$ cat src/rtl/booth_divider_seq.sv
// Sequential signed divider: radix-2 restoring division on operand magnitudes,
// one quotient bit per clock, then a sign fix-up producing {remainder, quotient}.
module booth_divider_seq #(
  parameter int WIDTH = 32,
  parameter int CNT_W = 6
) (
  input  logic               clock,
  input  logic               clear,
  input  logic               start,
  input  logic [WIDTH-1:0]   dividend,
  input  logic [WIDTH-1:0]   divisor,
  output logic               busy,
  output logic               done,
  output logic [2*WIDTH-1:0] result,
  output logic               div_by_zero
);

  // Handshake: start is accepted only in IDLE; busy stays high from the
  // accepting edge until the edge that raises done, and done is a one-cycle
  // pulse while result/div_by_zero stay valid until the next accepted start.
  typedef enum logic [1:0] {
    IDLE  = 2'd0,
    ITER  = 2'd1,
    FIXUP = 2'd2
  } state_t;

  state_t state, state_next;

  logic [CNT_W-1:0] cnt;
  // The partial remainder is always below the divisor, so WIDTH bits hold it;
  // the extra trial bit only exists in the combinational subtract.
  logic [WIDTH-1:0] rem_q;
  logic [WIDTH-1:0] quo_q;
  logic [WIDTH-1:0] dvs_q;
  logic [WIDTH-1:0] dvd_raw_q;
  logic             sign_q;
  logic             sign_r;
  logic             zero_flag;

  logic [WIDTH-1:0] dvd_mag;
  logic [WIDTH-1:0] dvs_mag;
  logic [WIDTH:0]   rem_shift;
  logic [WIDTH:0]   trial;
  logic [WIDTH-1:0] quo_fix;
  logic [WIDTH-1:0] rem_fix;
  logic             last_iter;

  always_comb begin
    dvd_mag   = dividend[WIDTH-1] ? -dividend : dividend;
    dvs_mag   = divisor[WIDTH-1]  ? -divisor  : divisor;
    rem_shift = {rem_q, quo_q[WIDTH-1]};
    trial     = rem_shift - {1'b0, dvs_q};
    quo_fix   = sign_q ? -quo_q : quo_q;
    rem_fix   = sign_r ? -rem_q : rem_q;
    last_iter = (cnt == CNT_W'(WIDTH - 1));
  end

  always_comb begin
    state_next = state;
    case (state)
      IDLE:    if (start) state_next = ITER;
      ITER:    if (last_iter) state_next = FIXUP;
      FIXUP:   state_next = IDLE;
      default: state_next = IDLE;
    endcase
  end

  always_ff @(posedge clock) begin
    if (clear) state <= IDLE;
    else       state <= state_next;
  end

  always_ff @(posedge clock) begin
    if (clear) begin
      cnt         <= '0;
      rem_q       <= '0;
      quo_q       <= '0;
      dvs_q       <= '0;
      dvd_raw_q   <= '0;
      sign_q      <= 1'b0;
      sign_r      <= 1'b0;
      zero_flag   <= 1'b0;
      busy        <= 1'b0;
      done        <= 1'b0;
      result      <= '0;
      div_by_zero <= 1'b0;
    end else begin
      done <= 1'b0;
      case (state)
        IDLE: begin
          if (start) begin
            sign_q    <= dividend[WIDTH-1] ^ divisor[WIDTH-1];
            sign_r    <= dividend[WIDTH-1];
            quo_q     <= dvd_mag;
            dvs_q     <= dvs_mag;
            dvd_raw_q <= dividend;
            rem_q     <= '0;
            cnt       <= '0;
            zero_flag <= (divisor == '0);
            busy      <= 1'b1;
          end
        end
        ITER: begin
          // Negative trial means the divisor did not fit: restore (keep the shift).
          rem_q <= trial[WIDTH] ? rem_shift[WIDTH-1:0] : trial[WIDTH-1:0];
          quo_q <= {quo_q[WIDTH-2:0], ~trial[WIDTH]};
          if (!last_iter) cnt <= cnt + CNT_W'(1);
        end
        FIXUP: begin
          result      <= zero_flag ? {dvd_raw_q, {WIDTH{1'b1}}} : {rem_fix, quo_fix};
          div_by_zero <= zero_flag;
          done        <= 1'b1;
          busy        <= 1'b0;
        end
        default: ;
      endcase
    end
  end

endmodule

$ cat config.mk
export PLATFORM = sky130hd
export DESIGN_NAME = booth_divider_seq
export DESIGN_NICKNAME = d
export VERILOG_FILES = /design/src/rtl/booth_divider_seq.sv
export SDC_FILE = /design/constraint.sdc
export NUM_CORES = 1
export LEC_CHECK = 0
export ABC_AREA = 1
export ABC_CLOCK_PERIOD_IN_PS = 2500
export CORE_MARGIN = 4
export CORE_UTILIZATION = 51
export CTS_CLUSTER_DIAMETER = 150
export DETAILED_ROUTE_END_ITERATION = 12
export PLACE_DENSITY = 0.82
export SETUP_SLACK_MARGIN = 0.1
export SLEW_MARGIN = 20
export SYNTH_ARGS = -nofsm -noshare
export SYNTH_HDL_FRONTEND = slang
export SYNTH_SLANG_ARGS = --single-unit
$ cat constraint.sdc
create_clock -name clock -period 2.5 [get_ports clock]
set_input_delay 0.375 -clock clock [delete_from_list [all_inputs] [get_ports clock]]
set_output_delay 0.375 -clock clock [all_outputs]
set_load 0.02 [all_outputs]
==> results of run 1 <==
==> flip-flops by register name, summed over array words and instances (netlist names) <==
name and cells:
div_by_zero 1, dvd_raw_q 32, result 64, sign_q 1
zero_flag 1, cnt 6, dvs_q 32, rem_q 32
done 1, state 2, quo_q 32, busy 1
==> layout make-up <==
| type | instances | area, um2 | share of cell area |
|---|---|---|---|
| clock buffers | 31 | 656 | 0.0381 |
| clock inverters | 10 | 136 | 0.00792 |
| inverters | 337 | 1270 | 0.0736 |
| multi-input cells | 1649 | 8640 | 0.502 |
| flip-flops and latches | 205 | 4110 | 0.239 |
| well taps | 372 | 465 | 0.0270 |
| repair buffers | 204 | 1950 | 0.113 |
==> cell usage after synthesis, types with 2 or more instances <==
master / instances
nor2_1: 215
nor2_4: 2
nand2_8: 2
inv_1: 324
or2_2: 3
o32ai_1: 2
nor2_2: 5
o21bai_1: 4
nand3_4: 2
nand3_1: 138
a31oi_1: 5
o31ai_1: 2
o22ai_1: 19
o221ai_1: 18
dfxtp_1: 205
nand4_1: 26
nand3_2: 21
nand2_1: 587
nand2_2: 30
buf_2: 7
clkinv_1: 3
a21oi_1: 196
nand3b_1: 14
o21ai_0: 150
inv_2: 10
a21oi_2: 22
nor4_1: 3
xor2_1: 54
buf_4: 4
nor3_1: 26
o21ai_2: 3
buf_12: 2
buf_6: 4
xnor2_1: 18
clkbuf_1: 63
buf_1: 8
nand2_4: 3
ha_1: 37
o211ai_1: 22
o21ai_1: 4
==> power groups by stage <==
stage,Sequential (mW),Clock (mW),Combinational [mW]
finish,4.04,3.53,13.3
global placement,4.07,0,11.2
floorplan,3.96,0,8.92
CTS,4.00,3.55,11.7
global route,4.06,3.68,14.5
detailed placement,4.07,0,11.3
==> stage by stage <==
step / TNS, ns / utilization / power, mW / hold WS (ns)
global route: 0 / 0.634 / 22.3 / 0.0630
finish: 0 / 0.634 / 20.9 / 0.0625
CTS: 0 / 0.623 / 19.3 / 0.0536
detailed placement: -1.07 / 0.590 / 15.4 / 0.442
global placement: -0.00144 / 0.590 / 15.2 / 0.436
floorplan: 0 / - / 12.9 / 0.423
==> timing repair <==
| action | in CTS | in global routing |
|---|---|---|
| setup buffers | 2 | 10 |
| gates resized for setup | 11 | 40 |
| gates cloned | 1 | 3 |
| setup endpoints to repair | 33 | 38 |
| pin swaps | 3 | 12 |
==> critical path: cells and delay by family (launching register included) <==
family / cells / cell delay [ns]
buffers and inverters: 4 / 0.57
AO/OA/AOI/OAI: 2 / 0.13
AND/OR/NAND/NOR: 6 / 0.85
flip-flops: 1 / 0.31
adder cells (fa/ha/maj): 1 / 0.41
==> final timing paths <==
path,start,endpoint,slack (ns),cells past startpoint
worst max-delay path,dvs_q[25],rem_q[13],0.10,13
worst min register to register,dvd_raw_q[2],dvd_raw_q[2],0.45,2
worst max register to register,dvs_q[25],rem_q[13],0.10,13
worst min-delay path,clear,result[37],0.06,2
==> per-layer routing <==
layer  wire (um)  global-route usage  share of wire
met5           0                   0              0
met4        1460              0.0805          0.031
met3        4260              0.0424          0.090
met2       20900               0.461           0.44
met1       20900               0.419           0.44
==> cells by family (layout without fill, tap and decap cells) <==
| family | after synthesis | after routing | share of synthesized area |
|---|---|---|---|
| AO/OA/AOI/OAI | 453 | 453 | 0.180 |
| XOR/XNOR | 72 | 72 | 0.0444 |
| adder cells (fa/ha/maj) | 38 | 38 | 0.0340 |
| buffers and inverters | 425 | 582 | 0.118 |
| flip-flops | 205 | 205 | 0.289 |
| AND/OR/NAND/NOR | 1083 | 1086 | 0.334 |
==> metrics.txt, run 1 <==
Crit. End Element flip-flop; Core ar. roughly 0.027 mm2; Synth warnings 0; largest cells by area after synthesis dfxtp_1 29%, nand2_1 16%, inv_1 8.6%, a21oi_1 6.9%, nor2_1 5.7%; max-cap viol count 0; Pint 10.4 mW; Num CTS Buffers 23; Residual DRC 0; total track usage 0.292; gr ovfl total 0; Area after DPL approximately 0.016 mm2; Core Rows 60; Die Wd 175 um; Yosys reg bits 205; Hold Fails Final Rpt 0; post-synth top area share 0.289; sequential fraction of the synthesis area 0.289; Root Buffer clkbuf_16; Static Leak 7.91 nW; placed cells 2751; NumNets Final 2525; Mapped Nets 2381; vias in the first global route 14226; H-Tree Depth 1; Req. time, crit path 2.89 ns; max frequency between 400 and 500 MHz; via/cell ratio 5.58; Cell Count, Final, Fillers Out 2808; post-synthesis cell type count 53; Mean Syn Cell Area around 6.2 um2; diodes inserted 0; Layout Skew 0.00912 ns; Die ar. 0.0306 mm2; max incr delay on CP 0.41 ns; fraction of registers with async set or reset after synthesis 0; CP max-delay cell ha_2; global-route wire length before repair 73700 um; hold crit path type in2reg; Slew HR 0.538; Layout Area Growth over Synthesis 21.2%; peak fanout along the critical path 21; clock-pin slew on the worst setup and hold paths 0.06 ns; Slew @ Worst Pin ~0.69 ns; clock buffer depth 3; GPL Wtd Cong 1.01; cell area power density 1210 mW/mm2; Routed WL approximately 47000 um; largest net degree at the start of global routing a little over 70; Setup Crit Path Kind reg2reg; hold_buf cts 0; DR WL/cell 16.9 um; clock latency on the worst-skew pair 0.51 ns; fillers 2523; RSZ-0062 raised after global routing yes; Tmin final roughly 2.4 ns; I/O Buffers 133; Initial Util 0.523; Synth Cell Area about 0.014 mm2; EDFF count, synth 0; post-synth top area cell dfxtp_1; Most used DFF post-synth dfxtp_1; Final Max Slew Viols 0; I/O pin count 134; worst vdd ir ~0.75 mV; fin crit share 0.959; status finished clean; most common cell after layout, fill and taps aside nand2_1; CP Data Arrival Time 2.78 ns; DPL Wire Length 36000 um; Startpoint Class flip-flop; Reg power frac 0.193; layout cells sized above 1 0.103; design area 0.0172 mm2; Routed Antenna Nets 0; Die Y around 170 um; Switching Fraction 0.500; pre-CTS WS -0.0748 ns; Critical Path, Cell by Cell inv_1, ha_2, nand2_1, nor2_2, nand2_1, inv_1, a21oi_4, buf_12, nand3_4, buf_12, nand3_1, nand3_2, a21oi_2; Comb power frac 0.637; endpoints failing setup 0; DRT Pass-1 Iters 5; setup ws final 0.103 ns; Switch Pwr 10.4 mW; Synth Instances ~2300; CTS Sinks 205; commonest cells after routing, fill and taps aside 583 x nand2_1, 320 x inv_1, 211 x nor2_1; initial antenna violation count 0; TritonCTS clock tree built; initial DRC count 1795; clock network power share 0.169; via count 15669
Power figures use the tool's default switching activity.
==> inputs of run 2 (changes only) <==
CORE_MARGIN = 2   (was 4)
CORE_UTILIZATION = 50   (was 51)
PLACE_DENSITY = 0.81   (was 0.82)
==> metrics.txt, run 2 (synthesis gave the netlist of run 1 again) <==
commonest cells after routing, fill and taps aside 585 x nand2_1, 316 x inv_1, 214 x nor2_1; Root Buffer clkbuf_16; DR WL/cell 17.2 um (+2.0%); Switching Fraction 0.492 (-0.00853); max-cap viol count 0 (unchanged); NumNets Final 2525 (unchanged); Layout Skew 0.0251 ns (+0.0160 ns); I/O pin count 134 (unchanged); status finished clean; setup_tns 0 ns (unchanged); Initial Util 0.510 (-0.0128); worst vdd ir 0.992 mV (+32%); peak fanout along the critical path 6 (-71%); hold crit path type in2reg; Critical Path, Cell by Cell ha_4, nand2_1, nand2_1, nand2_1, nand2_1, inv_1, nand2_1, a21oi_4, nand3_4, clkbuf_16, nand3_1, nand3_2, a21oi_2; initial antenna violation count 0 (unchanged); CTS Sinks 205 (unchanged); max reg flops 64 (unchanged); Tmin final 2.41 ns (+0.00820 ns); Residual DRC 0 (unchanged); Reg power frac 0.199 (+0.006); clock latency on the worst-skew pair 0.54 ns (+0.03 ns); Req. time, crit path 2.94 ns (+0.05 ns); Num CTS Buffers 24 (+4.3%); vias in the first global route 14233 (+0.049%); Core ar. 0.0279 mm2 (+2.5%); Static Leak 7.95 nW (+0.51%); layout cells sized above 1 0.105 (+0.00177); most common cell after layout, fill and taps aside nand2_1; Die ar. 0.0298 mm2 (-2.7%); Startpoint Class flip-flop; Crit. End Element flip-flop; RSZ-0062 raised after global routing yes; via count 15473 (-1.3%); Setup Crit Path Kind reg2reg; largest register by flop count result; endpoints failing setup 0 (unchanged); global-route wire length before repair 75100 um (+1.9%); Switch Pwr 10.2 mW (-2.3%); I/O Buffers 133 (unchanged); CP max-delay cell dfxtp_1; clock-pin slew on the worst setup and hold paths 0.06 ns (about the same); clock network power share 0.187 (+0.018); max frequency 416 MHz (-0.34%); diodes inserted 0 (unchanged); Final Max Slew Viols 0 (unchanged); CP Data Arrival Time 2.84 ns (+0.06 ns); H-Tree Depth 1 (unchanged); TritonCTS clock tree built; DRT Pass-1 Iters 7 (+2); largest net degree at the start of global routing 106 (+47%); Die Y 173 um (-1.3%); hold_buf cts 0 (unchanged); Routed WL 48500 um (+2.1%); Comb power frac 0.615 (-0.022); Core Rows 61 (+1.7%); initial DRC count 1649 (-8.1%); Layout Area Growth over Synthesis 22.0%; Hold Fails Final Rpt 0 (unchanged); GPL Wtd Cong 1.00 (-0.72%); total track usage 0.309 (+0.0168); worst hold margin 0.174 ns (+0.111 ns); clock buffer depth 3 (unchanged); via/cell ratio 5.50 (-1.4%); Final Power 20.7 mW (-0.63%); Slew HR 0.593 (+0.0557); gr ovfl total 0 (unchanged); cell area power density 1200 mW/mm2 (-1.3%); fin crit share 0.962 (+0.00328); Routed Antenna Nets 0 (unchanged); DPL Wire Length 37100 um (+3.1%); CP dominant cell by count nand2_1; Die Wd 173 um (-1.3%); Slew @ Worst Pin 0.610 ns (-0.0782 ns); max incr delay on CP 0.48 ns (+0.07 ns); Pint 10.5 mW (+1.1%)
-- run 2: power groups by stage --
stage | combinational, mW | sequential, mW | clock [mW]
global route | 14.0 | 4.13 | 4.04
global placement | 11.2 | 4.09 | 0
detailed placement | 11.4 | 4.10 | 0
finish | 12.8 | 4.12 | 3.87
CTS | 11.6 | 4.03 | 3.90
floorplan | 8.92 | 3.96 | 0
-- run 2: layout make-up --
type                            instances  area [um2]
Fill cell                            2601       10500
Sequential cell                       205        4120
Tap cell                              378         473
Inverter                              337        1260
Timing Repair Buffer                  205        1990
Clock inverter                         10         215
Multi-Input combinational cell       1647        8640
Clock buffer                           29         639
-- run 2: repair_timing --
| action | 4_1_cts | 5_1_grt |
|---|---|---|
| endpoints found under the setup margin | 28 | 33 |
| gates resized for setup | 4 | 45 |
| pin swaps | 1 | 13 |
| gates cloned | 1 | 5 |
| buffers inserted | 0 | 6 |
| hold endpoints to repair | 0 | 0 |
-- run 2: metrics by stage --
step	worst slack, ns	std cells	area [um2]	util
final	0.0949	2811	17300	0.623
after floorplan	0.264	2276	14200	-
after detailed placement	-0.0191	2760	16100	0.578
after CTS	0.121	2800	17000	0.610
after global placement	0.0744	2760	16100	0.578
after global routing	0.0163	2811	17300	0.623
-- run 2: layer usage --
metal | global-route usage | wire length [um] | vias to the layer above
met3 | 0.0323 | 3570 | 91
met1 | 0.419 | 20800 | 7063
met2 | 0.519 | 22500 | 678
met4 | 0.0929 | 1530 | 0
li1 | - | - | 7641
met5 | 0 | 0 | -
-- run 2: worst paths after layout --
check | from | to | slack, ns | cells after the start
max reg2reg | rem_q[20] | rem_q[17] | 0.09 | 13
min reg2reg | dvd_raw_q[13] | dvd_raw_q[13] | 0.46 | 2
min | clear | cnt[1] | 0.17 | 2
max | rem_q[20] | rem_q[17] | 0.09 | 13
-- run 2: worst max-delay path: cells and delay by family, from the launching register on --
kind                     cells  cell delay (ns)
AND/OR/NAND/NOR              8             0.85
AO/OA/AOI/OAI                2             0.41
buffers and inverters        2             0.31
flip-flops                   1             0.48
adder cells (fa/ha/maj)      1             0.27
